## src/rtl/udc_pkg.sv

```systemverilog
// udc_pkg -- shared types and next-value arithmetic for the bounded up/down
// counter (udc_bounded).
//
// Contents:
//   dir_e     : count direction (DIR_DOWN, DIR_UP)
//   mode_e    : bound behaviour (MODE_WRAP, MODE_SAT)
//   next_t    : result of one count step {value, ovf, unf}
//   udc_next  : next-value function used by the counter datapath
//
// The function works at UDC_MAX_W bits. Callers zero-extend narrower
// operands and take the low WIDTH bits of the result. The result always
// fits in WIDTH bits because it is a bound, the old count, or an in-range
// sum or difference.
package udc_pkg;

  localparam int unsigned UDC_MAX_W = 32;

  typedef enum logic {
    DIR_DOWN = 1'b0,
    DIR_UP   = 1'b1
  } dir_e;

  typedef enum logic {
    MODE_WRAP = 1'b0,
    MODE_SAT  = 1'b1
  } mode_e;

  typedef struct packed {
    logic [UDC_MAX_W-1:0] value;
    logic                 ovf;
    logic                 unf;
  } next_t;

  // One advance of the counter. Sums and bound tests are done one bit wider
  // than the operands, so that count+step or lo+step can never alias back
  // into range.
  function automatic next_t udc_next(
    input logic [UDC_MAX_W-1:0] count,
    input logic [UDC_MAX_W-1:0] step,
    input logic [UDC_MAX_W-1:0] lo,
    input logic [UDC_MAX_W-1:0] hi,
    input dir_e                 dir,
    input mode_e                mode
  );
    logic [UDC_MAX_W:0] sum;
    logic [UDC_MAX_W:0] floor_v;
    next_t              r;
    r.value = count;
    r.ovf   = 1'b0;
    r.unf   = 1'b0;
    sum     = {1'b0, count} + {1'b0, step};
    floor_v = {1'b0, lo} + {1'b0, step};
    // A zero step never moves the count and never signals an event. This
    // holds even when the count sits outside the current bounds.
    if (step != '0) begin
      if (dir == DIR_UP) begin
        if (sum <= {1'b0, hi}) begin
          r.value = sum[UDC_MAX_W-1:0];
        end else begin
          r.ovf   = 1'b1;
          r.value = (mode == MODE_SAT) ? hi : lo;
        end
      end else begin
        if ({1'b0, count} >= floor_v) begin
          r.value = count - step;
        end else begin
          r.unf   = 1'b1;
          r.value = (mode == MODE_SAT) ? lo : hi;
        end
      end
    end
    return r;
  endfunction

endpackage

```

## src/rtl/udc_prescaler.sv

```systemverilog
// udc_prescaler -- modulo-PRESCALE counter of enable cycles.
//
// Ports:
//   clk   : clock, rising edge
//   rst   : synchronous active-high reset
//   en    : enable cycle to be counted
//   clear : return the count to zero (load in the parent counter)
//   tick  : combinational; high on the en cycle that completes a period
//
// The count holds while en is low. When tick is high the count wraps to 0 on
// the same edge. With PRESCALE == 1, tick follows en.
module udc_prescaler #(
  parameter int unsigned PRESCALE = 4
) (
  input  logic clk,
  input  logic rst,
  input  logic en,
  input  logic clear,
  output logic tick
);

  localparam int unsigned PW = (PRESCALE > 1) ? $clog2(PRESCALE) : 1;
  localparam logic [PW-1:0] LAST = PW'(PRESCALE - 1);

  logic [PW-1:0] cnt;

  assign tick = en && (cnt == LAST);

  always_ff @(posedge clk) begin
    if (rst || clear) begin
      cnt <= '0;
    end else if (tick) begin
      cnt <= '0;
    end else if (en) begin
      cnt <= cnt + 1'b1;
    end
  end

endmodule

```

## src/rtl/udc_bounded.sv

```systemverilog
// udc_bounded -- parametrised up/down counter with runtime step and bounds,
// wrap or saturate mode, range-checked load and registered event pulses.
//
// Parameters:
//   WIDTH    : counter / bound / step width (2..32)
//   PRESCALE : enable cycles per count step (used only with UDC_PRESCALE_EN)
//
// Ports:
//   clk, rst   : clock and synchronous active-high reset
//   en         : count enable
//   up_down    : 1 = up, 0 = down
//   sat_mode   : 1 = saturate at bounds, 0 = wrap to opposite bound
//   step       : step magnitude
//   lo_bound   : inclusive lower bound
//   hi_bound   : inclusive upper bound
//   load_en    : load request
//   load_value : value to load (clamped into [lo_bound, hi_bound])
//   count      : registered count
//   at_min     : count == lo_bound (combinational)
//   at_max     : count == hi_bound (combinational)
//   ovf, unf   : registered 1-cycle pulses, up/down step crossed a bound
//   load_err   : registered 1-cycle pulse, load value was clamped
//   cfg_err    : combinational, lo_bound > hi_bound; freezes the counter
//
// Build option: define UDC_PRESCALE_EN to insert udc_prescaler. With the
// prescaler, only every PRESCALE-th en cycle advances the count. Without it,
// every en cycle advances the count and PRESCALE is not used.
//
// Cycle priority: rst > cfg_err > load_en > advance > hold.
module udc_bounded
  import udc_pkg::*;
#(
  parameter int unsigned WIDTH    = 8,
  parameter int unsigned PRESCALE = 4
) (
  input  logic             clk,
  input  logic             rst,
  input  logic             en,
  input  logic             up_down,
  input  logic             sat_mode,
  input  logic [WIDTH-1:0] step,
  input  logic [WIDTH-1:0] lo_bound,
  input  logic [WIDTH-1:0] hi_bound,
  input  logic             load_en,
  input  logic [WIDTH-1:0] load_value,
  output logic [WIDTH-1:0] count,
  output logic             at_min,
  output logic             at_max,
  output logic             ovf,
  output logic             unf,
  output logic             load_err,
  output logic             cfg_err
);

  if (WIDTH < 2 || WIDTH > UDC_MAX_W || PRESCALE < 1) begin : g_bad_param
    $error("udc_bounded: WIDTH must be 2..32 and PRESCALE >= 1");
  end

  logic             advance;
  logic [WIDTH-1:0] load_clamped;
  logic             load_oor;
  next_t            nxt;
  logic             unused_nxt_hi;

  assign cfg_err = (lo_bound > hi_bound);
  assign at_min  = (count == lo_bound);
  assign at_max  = (count == hi_bound);

`ifdef UDC_PRESCALE_EN
  // Load and cfg_err take priority over counting. The prescaler must not
  // see those cycles as enable cycles. Under cfg_err it holds its count.
  udc_prescaler #(
    .PRESCALE (PRESCALE)
  ) u_prescaler (
    .clk   (clk),
    .rst   (rst),
    .en    (en && !cfg_err && !load_en),
    .clear (load_en && !cfg_err),
    .tick  (advance)
  );
`else
  assign advance = en;
`endif

  assign nxt = udc_next(UDC_MAX_W'(count), UDC_MAX_W'(step),
                        UDC_MAX_W'(lo_bound), UDC_MAX_W'(hi_bound),
                        dir_e'(up_down), mode_e'(sat_mode));

  // The upper bits of nxt.value are always zero, because every operand is
  // narrower.
  assign unused_nxt_hi = ^nxt.value;

  // NOTE: every output of a combinational block gets a default on entry.
  // Otherwise a path that does not assign it infers a latch.
  always_comb begin
    load_clamped = load_value;
    load_oor     = 1'b0;
    if (load_value < lo_bound) begin
      load_clamped = lo_bound;
      load_oor     = 1'b1;
    end else if (load_value > hi_bound) begin
      load_clamped = hi_bound;
      load_oor     = 1'b1;
    end
  end

  // NOTE: state registers use non-blocking assignments. Every flop then
  // samples pre-edge values, whatever order the statements are in.
  always_ff @(posedge clk) begin
    if (rst) begin
      count    <= '0;
      ovf      <= 1'b0;
      unf      <= 1'b0;
      load_err <= 1'b0;
    end else begin
      // Pulses default low and are re-asserted only by the event they mark.
      ovf      <= 1'b0;
      unf      <= 1'b0;
      load_err <= 1'b0;
      if (cfg_err) begin
        count <= count;
      end else if (load_en) begin
        count    <= load_clamped;
        load_err <= load_oor;
      end else if (advance) begin
        count <= nxt.value[WIDTH-1:0];
        ovf   <= nxt.ovf;
        unf   <= nxt.unf;
      end
    end
  end

endmodule

```

## config.mk

```make
export PLATFORM = sky130hd
export DESIGN_NAME = udc_bounded
export DESIGN_NICKNAME = d
export VERILOG_FILES = /design/src/rtl/udc_pkg.sv /design/src/rtl/udc_prescaler.sv /design/src/rtl/udc_bounded.sv
export SDC_FILE = /design/constraint.sdc
export NUM_CORES = 1
export LEC_CHECK = 0
export ABC_AREA = 1
export BUFFER_PORTS_ARGS = -buffer_cell sky130_fd_sc_hd__buf_4
export CORE_MARGIN = 3
export CORE_UTILIZATION = 35
export CTS_BUF_LIST = sky130_fd_sc_hd__clkbuf_8 sky130_fd_sc_hd__clkbuf_16
export DETAILED_ROUTE_END_ITERATION = 10
export GPL_ROUTABILITY_DRIVEN = 1
export PLACE_DENSITY = 0.57
export SKIP_LAST_GASP = 1
export SLEW_MARGIN = 5
export SYNTH_ARGS = -nofsm -noshare
export SYNTH_HDL_FRONTEND = slang
export SYNTH_SLANG_ARGS = --single-unit
```

## constraint.sdc

```tcl
create_clock -name clk -period 3.7 [get_ports clk]
set_clock_uncertainty 0.1 [all_clocks]
set_input_delay 0.185 -clock clk [delete_from_list [all_inputs] [get_ports clk]]
set_output_delay 0.185 -clock clk [all_outputs]
set_load 0.02 [all_outputs]
```

# Word level (Yosys, flattened, before mapping)
# Index checks and enable logic that the tools add are counted.
# Widths: inputs -> output; s select.
[classes]
n_addsub = 3
order_cmp = 5
n_eq_ne = 2
n_mux = 16
bitwise = 5
reduce_logical = 7
[op_table]
columns = ["cell", "n"]
rows = [
  ["$mux 8", 9],
  ["$add 8x8->9", 2],
  ["$eq 8x8->1", 2],
  ["$gt 8x8->1", 2],
  ["$reduce_or 6->1", 2],
  ["$mux 10", 1],
  ["$ge 8x9->1", 1],
  ["$le 9x8->1", 1],
  ["$lt 8x8->1", 1],
  ["$reduce_bool 8->1", 1],
  ["$sub 8x8->8", 1],
  ["$mux 1", 6],
  ["$not 1->1", 5],
  ["$reduce_bool 2->1", 2],
  ["$reduce_and 3->1", 1],
  ["$reduce_or 3->1", 1],
]
[word_totals]
ff_bits = 11
out_inout_bits = 14
wordCells = 42

# Longest topological paths before layout
# Gate-level depths: netlist (run 1).
[depth]
word_depth = 7
depth_mapped = 25

# Least setup slack after synthesis (run 1)
# No wires, ideal clock.
[synth_path]
kind = "register to register"
from = "reg count[0]"
to = "reg count[6]"
arrival_time_ns = 2.922
setup_slack_ns = 0.569
stages_incl_launch_ff = 24
synth_period_minus_slack_ns = 3.131
cell_sequence = "dfxtp_1 > ha_1 > inv_1 > fa_1 > o21ai_1 > nand2_1 > nand2_2 > nand2_1 > nand3_1 > nand2_1 > ha_1 > a21o_1 > a21oi_1 > nand2_1 > nand2_1 > nand2_1 > nand2_2 > nand2_4 > nand2_1 > nand3_1 > nand3_1 > nand3_1 > nand2_1 > inv_1"
[synth_via]
elab_chain_len = 7
elab_cells_between_ends = 10
[synth_rtl]
columns = ["item", "line", "source"]
rows = [
  ["from (decl)", "udc_bounded.sv:46", "output logic [WIDTH-1:0] count,"],
  ["from (signal assigned)", "udc_bounded.sv:121", "count <= count;"],
  ["from (signal assigned)", "udc_bounded.sv:123", "count <= load_clamped;"],
  ["from (signal assigned)", "udc_bounded.sv:126", "count <= nxt.value[WIDTH-1:0];"],
  ["$add 8x8->9", "udc_pkg.sv:51", "sum = {1'b0, count} + {1'b0, step};"],
  ["$le 9x8->1", "udc_pkg.sv:57", "if (sum <= {1'b0, hi}) begin"],
  ["$mux 8", "udc_pkg.sv:57", ""],
  ["$mux 8 *", "udc_pkg.sv:56", "if (dir == DIR_UP) begin"],
  ["$mux 10 *", "udc_pkg.sv:55", "if (step != '0) begin"],
  ["$mux 8 *", "udc_bounded.sv:125", "end else if (advance) begin"],
  ["$mux 8 *", "udc_bounded.sv:122", "end else if (load_en) begin"],
]
# Every way passes the cells marked *; elsewhere a longest branch is shown, timed or not. The select of a mux whose other input is x is not followed.
# A chain may end at the register's enable or synchronous reset.

# Worst setup path in the final report (run 1)
# Same ends and word-level chain as after synthesis.

==> flow_metrics.py, run 1 <==
metrics = {
    "cts": {
        "htreeDepth": 1,
        "cts_buffer_depth": 2,
        "cts_root_buf": "clkbuf_8",
        "path_clk_slew_ns": 0.06,
        "clock-sinks": 11,
        "cts_buffers": 3,
        "cts_hold_buf": 0,
        "clk_latency_ns": 0.25,
        "cts_tree": "yes",
    },
    "final_layout": {
        "multiInputGateArea_mm2": 0.00267,
        "regArea_um2": 221,
        "final_area_mm2": 0.00378,
        "drive_gt1_share_pct": 15.4,
        "syn_to_final_growth_pct": 17.2,
        "fillCellCount": 939,
        "final_nets": 662,
        "utilization_pct": 42.7,
        "num_antenna_cells": 0,
    },
    "synth": {
        "ys_dominant_reg_cell": "dfxtp_1",
        "yosysMostFrequentCell": "nand2_1",
        "synth_edf_count": 0,
        "ys_top_cells_by_count": "nand2_1 (107), inv_1 (69), nand3_1 (68)",
        "async_reset_ff_share_pct": 0,
        "yosys.area.top_type": "ha_1",
        "ys_seq_area_share_pct": 6.83,
        "yosysWarnings": 0,
        "syn_avg_cell_area_um2": 6.35,
        "yosysTopAreaCellShare_pct": 24.1,
        "netlist_top_cells_area": "ha_1 (24%), nand2_1 (12%), nand3_1 (11%)",
        "syn-cell-area_mm2": 0.00322,
        "syn_inst": 508,
        "ys_types": 39,
        "synth_seq_cells": 11,
        "syn-num-nets": 611,
    },
    "power_and_ir_drop": {
        "p_leak_uw": 0.00205,
        "power_switching_uw": 601,
        "p_seq_share_pct": 13.0,
        "p_sw_share_pct": 53.6,
        "power_frac_clock_pct": 11.5,
        "internal_power_uw": 521,
        "ir_worst_vdd_uv": 120,
        "power.density_mw_per_mm2": 297,
        "power_frac_comb_pct": 75.5,
    },
    "route": {
        "wl_per_cell_um": 16.6,
        "drt_iter0_drc": 188,
        "final_antenna_net_count": 0,
        "drc": 0,
        "drt_wl_total_mm": 11.0,
        "detailedRoute.firstPassIterationCount": 5,
        "dr_total_vias": 3525,
        "post_drt_via_cell_ratio": 5.29,
    },
    "grt": {
        "grt_pass1_wl_mm": 17.7,
        "grt_use_total_pct": 21.7,
        "overflow": 0,
        "grt_pass1_vias": 3320,
        "antenna_found_initial": 0,
        "grt_start_max_net_pins": 33,
    },
    "setup_path": {
        "startpoint_type": "flip-flop",
        "cpPeakStageDelay_ns": 0.41,
        "crit_top_cell": "nand2_1",
        "worst_setup_path_end_kind": "flip-flop",
        "criticalPathCategory": "reg2reg",
        "worstPathRequired_ns": 3.75,
        "slowest_stage": "dfxtp_2",
        "path_cells": "ha_1, inv_1, fa_1, o21ai_1, nand2_1, nand2_2, xor2_1, ha_1, nand2_1, inv_1, nand2_1, nand2_1, nand2_1, nand2_1, nand2_1, nand2_1, nand2_4, nand2_4, nand2_1, nand3_1, nand3_1, nand3_1, nand2_1, inv_1",
        "crit_arrival_ns": 3.42,
        "crit_fanout": 9,
    },
    "floorplan": {
        "rows": 34,
        "die_width_um": 102,
        "start_util_pct": 36.4,
        "design.core.area_mm2": 0.00885,
        "ios": 52,
        "die_y_um": 102,
        "die_area_mm2": 0.0104,
    },
    "placement": {
        "gp_congestion": 0.935,
        "placed_area_mm2": 0.00373,
        "hpwlAfterDp_mm": 9.25,
        "numPortBuffers": 51,
    },
    "flow_run": {
        "maxCapViolCount": 0,
    },
    "timing": {
        "period_share_pct": 91.3,
        "finalSetupViolCount": 0,
        "fin_crit_ns": 3.38,
        "slew_headroom_pct": 61.7,
        "hold_slack_ns": 0.0951,
        "fmax_mhz": 296,
        "worst_pin_slew_ns": 0.569,
        "timing_hold_violations_final": 0,
        "slew_violations": 0,
        "finalSetupTns_ns": 0,
        "rsz0062_at_grt": "false",
    },
    "run_status": {
        "status": "finished, final reports clean",
    },
    "min_path": {
        "min_path_type": "in2reg",
    },
}
==> routing by layer <==
| metal | wire [um] | GRT usage (%) | share of wire [%] |
|---|---|---|---|
| met5 | 0 | 0 | 0 |
| met3 | 568 | 2.39 | 5.2 |
| met4 | 167 | 4.04 | 1.5 |
| met1 | 5320 | 31.9 | 48 |
| met2 | 4970 | 34.3 | 45 |
==> cell type report <==
class                   count  share of cell area, %
clock buffers               3                   1.09
repair buffers             58                   11.5
clock inverters             1                 0.0993
multi-input cells         412                   70.6
inverters                  73                   7.25
well taps                 108                   3.58
flip-flops and latches     11                   5.86
==> power groups by stage <==
| stage | clock network [uW] | registers [uW] | logic, uW |
|---|---|---|---|
| floorplan | 0 | 174 | 561 |
| global placement | 0 | 148 | 827 |
| detailed placement | 0 | 148 | 830 |
| CTS | 127 | 145 | 836 |
| global route | 138 | 147 | 960 |
| finish | 129 | 146 | 846 |
==> critical path: cells and delay by family (launching register included) <==
kind	cells	cell delay, ns
flops	1	0.41
compound gates	1	0.18
buf+inv	3	0.16
simple gates	16	1.26
xor+xnor	1	0.26
fa+ha+maj	3	0.90
==> flip-flops by register name (all words and copies together), names as in the netlist <==
register,count
ovf,1
unf,1
count,8
load_err,1
==> layout by cell type (no fill, tap or decap), types with 2 or more instances in the layout <==
master,n
a21o_1,4
xnor2_1,14
nor2_2,2
inv_1,70
buf_4,58
o21bai_1,2
fa_1,3
nand4_1,10
o21ai_2,2
o21ai_1,15
ha_1,62
nand2_2,5
nand2_1,107
a21oi_2,3
dfxtp_1,10
xor2_1,14
nor2_1,18
o21ai_0,25
inv_2,4
nand2_4,4
a21oi_1,38
nand3_1,68
clkbuf_8,3
a31oi_1,3
==> final timing paths <==
kind / startpoint / to / slack, ns / cells past startpoint
worst max-delay path: count[0] / count[6] / 0.32 / 24
worst min-delay path: up_down / unf / 0.1 / 2
worst max register to register: count[0] / count[6] / 0.32 / 24
worst min register to register: count[0] / count[0] / 0.57 / 2
==> logic make-up (layout without fill, tap and decap cells) <==
| logic type | after synthesis | in the layout | synth area share, % |
|---|---|---|---|
| flip-flops | 11 | 11 | 6.83 |
| AO/OA/AOI/OAI | 100 | 100 | 18.2 |
| adder cells (fa/ha/maj) | 65 | 65 | 25.9 |
| AND/OR/NAND/NOR | 219 | 219 | 30.8 |
| XOR/XNOR | 28 | 28 | 7.61 |
| buffers and inverters | 85 | 135 | 10.6 |
==> metrics by stage <==
step | cells | worst slack (ns) | power (uW)
3_5_place_dp | 662 | 0.226 | 978
2_1_floorplan | 508 | 0.569 | 734
4_1_cts | 666 | 0.208 | 1110
5_1_grt | 666 | 0.0199 | 1240
6_report | 666 | 0.323 | 1120
3_3_place_gp | 662 | 0.292 | 975
==> repair_timing <==
action                     CTS  global route
buffers inserted             0             0
setup endpoints to repair    0             8
resized for setup            0             2
(Power assumes the default switching activity.)
==> inputs of run 2 (changes only) <==
--- a/config.mk
+++ b/config.mk
@@ -5,7 +5,6 @@
 export SDC_FILE = /design/constraint.sdc
 export NUM_CORES = 1
 export LEC_CHECK = 0
-export ABC_AREA = 1
 export BUFFER_PORTS_ARGS = -buffer_cell sky130_fd_sc_hd__buf_4
 export CORE_MARGIN = 3
 export CORE_UTILIZATION = 35
@@ -13,6 +12,7 @@
 export DETAILED_ROUTE_END_ITERATION = 10
 export GPL_ROUTABILITY_DRIVEN = 1
 export PLACE_DENSITY = 0.57
+export REMOVE_ABC_BUFFERS = 1
 export SKIP_LAST_GASP = 1
 export SLEW_MARGIN = 5
 export SYNTH_ARGS = -nofsm -noshare
==> flow_metrics.py, run 2 <==
metrics = {
    "run_status": {
        "status": "finished with violations",
        "violations": "negative setup slack",
    },
    "placement": {
        "numPortBuffers": 51,
        "hpwlAfterDp_mm": 8.34,
        "gp_congestion": 0.896,
        "placed_area_mm2": 0.00375,
    },
    "flow_run": {
        "maxCapViolCount": 0,
    },
    "cts": {
        "path_clk_slew_ns": 0.06,
        "clk_latency_ns": 0.25,
        "cts_hold_buf": 0,
        "cts_root_buf": "clkbuf_8",
        "cts_tree": "yes",
        "cts_buffers": 3,
        "clock-sinks": 11,
        "cts_buffer_depth": 2,
        "htreeDepth": 1,
    },
    "synth": {
        "yosysTopAreaCellShare_pct": 25.2,
        "yosys.area.top_type": "ha_1",
        "ys_types": 59,
        "yosysWarnings": 0,
        "ys_dominant_reg_cell": "dfxtp_1",
        "ys_seq_area_share_pct": 7.14,
        "synth_edf_count": 0,
        "syn_inst": 396,
        "async_reset_ff_share_pct": 0,
        "synth_seq_cells": 11,
        "netlist_top_cells_area": "ha_1 (25%), dfxtp_1 (7.1%), xnor2_1 (7.1%)",
        "yosysMostFrequentCell": "ha_1",
        "syn-cell-area_mm2": 0.00308,
        "syn_avg_cell_area_um2": 7.79,
        "ys_top_cells_by_count": "ha_1 (62), inv_1 (36), nand2_1 (27)",
    },
    "setup_path": {
        "crit_fanout": 4,
        "slowest_stage": "fa_2",
        "worst_setup_path_end_kind": "flip-flop",
        "r2r_cells": 17,
        "critical-path-top-delay-family": "compound AO/OA/AOI/OAI gates",
        "path_cells": "ha_4, inv_2, fa_2, or2_4, a221oi_4, o21bai_2, nand2_2, xnor2_2, ha_1, nand4_1, o22a_1, o22ai_2, o311ai_4, buf_4, mux2_1, a22oi_2, a311oi_1",
        "crit_arrival_ns": 3.83,
        "worstPathRequired_ns": 3.72,
        "cpPeakStageDelay_ns": 0.40,
        "cp.depth": 17,
        "criticalPathCategory": "reg2reg",
        "startpoint_type": "flip-flop",
        "path_buf_inv": 2,
    },
    "route": {
        "wl_per_cell_um": 17.2,
        "detailedRoute.firstPassIterationCount": 5,
        "drt_wl_total_mm": 9.98,
        "post_drt_via_cell_ratio": 5.60,
        "drc": 0,
        "dr_total_vias": 3251,
        "final_antenna_net_count": 0,
        "drt_iter0_drc": 228,
    },
    "timing": {
        "finalSetupViolCount": 6,
        "slew_violations": 0,
        "worst_pin_slew_ns": 0.758,
        "period_share_pct": 103,
        "rsz0062_at_grt": "true",
        "fin_crit_ns": 3.81,
        "timing_hold_violations_final": 0,
        "fin_ws_ns": -0.109,
        "slew_headroom_pct": 49.0,
        "fmax_mhz": 263,
    },
    "grt": {
        "grt_pass1_vias": 3137,
        "grt_start_max_net_pins": 27,
        "overflow": 0,
        "grt_pass1_wl_mm": 15.7,
        "grt_use_total_pct": 19.5,
        "antenna_found_initial": 0,
    },
    "final_layout": {
        "syn_to_final_growth_pct": 27.5,
        "drive_gt1_share_pct": 23.5,
        "final_area_mm2": 0.00393,
        "num_antenna_cells": 0,
        "fillCellCount": 869,
        "regArea_um2": 221,
        "layout_common_cells": "buf_4 (87), ha_1 (61), inv_1 (36)",
        "multiInputGateArea_mm2": 0.00272,
        "largest_reg_flops": 8,
        "final_nets": 580,
        "final_common_cell": "buf_4",
        "largest-register": "count",
    },
    "power_and_ir_drop": {
        "power.density_mw_per_mm2": 322,
        "power_frac_comb_pct": 77.8,
        "p_sw_share_pct": 46.0,
        "power_switching_uw": 582,
        "p_leak_uw": 0.00188,
        "ir_worst_vdd_uv": 136,
        "finalPower_uw": 1260,
        "internal_power_uw": 683,
        "power_frac_clock_pct": 10.1,
        "p_seq_share_pct": 12.2,
    },
    "min_path": {
        "hold_depth": 2,
        "min_path_type": "in2reg",
    },
    "floorplan": {
        "die_y_um": 99.9,
        "ios": 52,
        "rows": 33,
        "start_util_pct": 36.8,
        "die_width_um": 99.9,
        "design.core.area_mm2": 0.00838,
        "die_area_mm2": 0.00997,
    },
}
-- run 2: changes by cell type after synthesis, moves of 7 or more --
cell / change
and3_1: +9
inv_1: -33
o211ai_1: +8
o21ai_1: -12
a21oi_1: -17
mux2i_1: +13
nand2_1: -80
a211o_1: +8
xor2_1: -7
xnor2_1: +11
nand3_1: -64
nor2b_1: +7
-- run 2: final timing paths --
path | start | to | slack, ns
hold / removal | rst | count[2] | 0.11
hold reg to reg | count[1] | count[1] | 0.58
setup reg to reg | count[0] | count[3] | -0.11
setup / recovery | count[0] | count[3] | -0.11
-- run 2: stage by stage --
stage	util, %	hold slack (ns)	std cells	TNS, ns	setup WS, ns
after CTS	45.8	0.0995	575	-0.0268	-0.0145
after global routing	46.9	0.121	581	-1.77	-0.319
after floorplan	-	0.153	383	-0.0453	-0.0453
after global placement	44.7	0.361	571	-1.36	-0.251
after detailed placement	44.7	0.359	571	-1.74	-0.283
final	46.9	0.112	581	-0.289	-0.109
-- run 2: cell type report --
| cell class | instances | area share [%] |
|---|---|---|
| Tap cell | 105 | 3.34 |
| Clock buffer | 3 | 1.05 |
| Multi-Input combinational cell | 336 | 69.3 |
| Inverter | 36 | 3.44 |
| Clock inverter | 1 | 0.0955 |
| Timing Repair Buffer | 89 | 17.2 |
| Sequential cell | 11 | 5.63 |
-- run 2: cell families (layout without fill, tap and decap cells) --
| logic type | Yosys count | after routing | synth area share, % |
|---|---|---|---|
| AO/OA/AOI/OAI | 121 | 121 | 27.7 |
| adder cells (fa/ha/maj) | 65 | 65 | 27.1 |
| multiplexers | 15 | 15 | 4.95 |
| AND/OR/NAND/NOR | 103 | 103 | 16.6 |
| flip-flops | 11 | 11 | 7.14 |
| buffers and inverters | 49 | 129 | 7.38 |
| XOR/XNOR | 32 | 32 | 9.09 |
-- run 2: routing by layer --
metal / vias to the layer above / routed length, um / share of wire, % / global-route usage (%)
li1: 1616 / - / - / -
met3: 6 / 516 / 5.2 / 2.29
met4: 0 / 90 / 0.90 / 2.52
met5: - / 0 / 0 / 0
met1: 1523 / 4780 / 48 / 27.8
met2: 106 / 4600 / 46 / 32.4
-- run 2: timing repair --
| action | 4_1_cts | 5_1_grt |
|---|---|---|
| buffers inserted | 0 | 6 |
| endpoints found under the setup margin | 7 | 8 |
| gates resized for setup | 7 | 10 |
| pin swaps | 0 | 19 |
| gates cloned | 0 | 0 |
-- run 2: power by group through the flow --
| stage | Combinational (uW) | Sequential, uW | Clock [uW] |
|---|---|---|---|
| floorplan | 530 | 178 | 0 |
| global placement | 857 | 155 | 0 |
| detailed placement | 861 | 155 | 0 |
| CTS | 902 | 153 | 127 |
| global route | 1080 | 155 | 134 |
| finish | 984 | 154 | 127 |
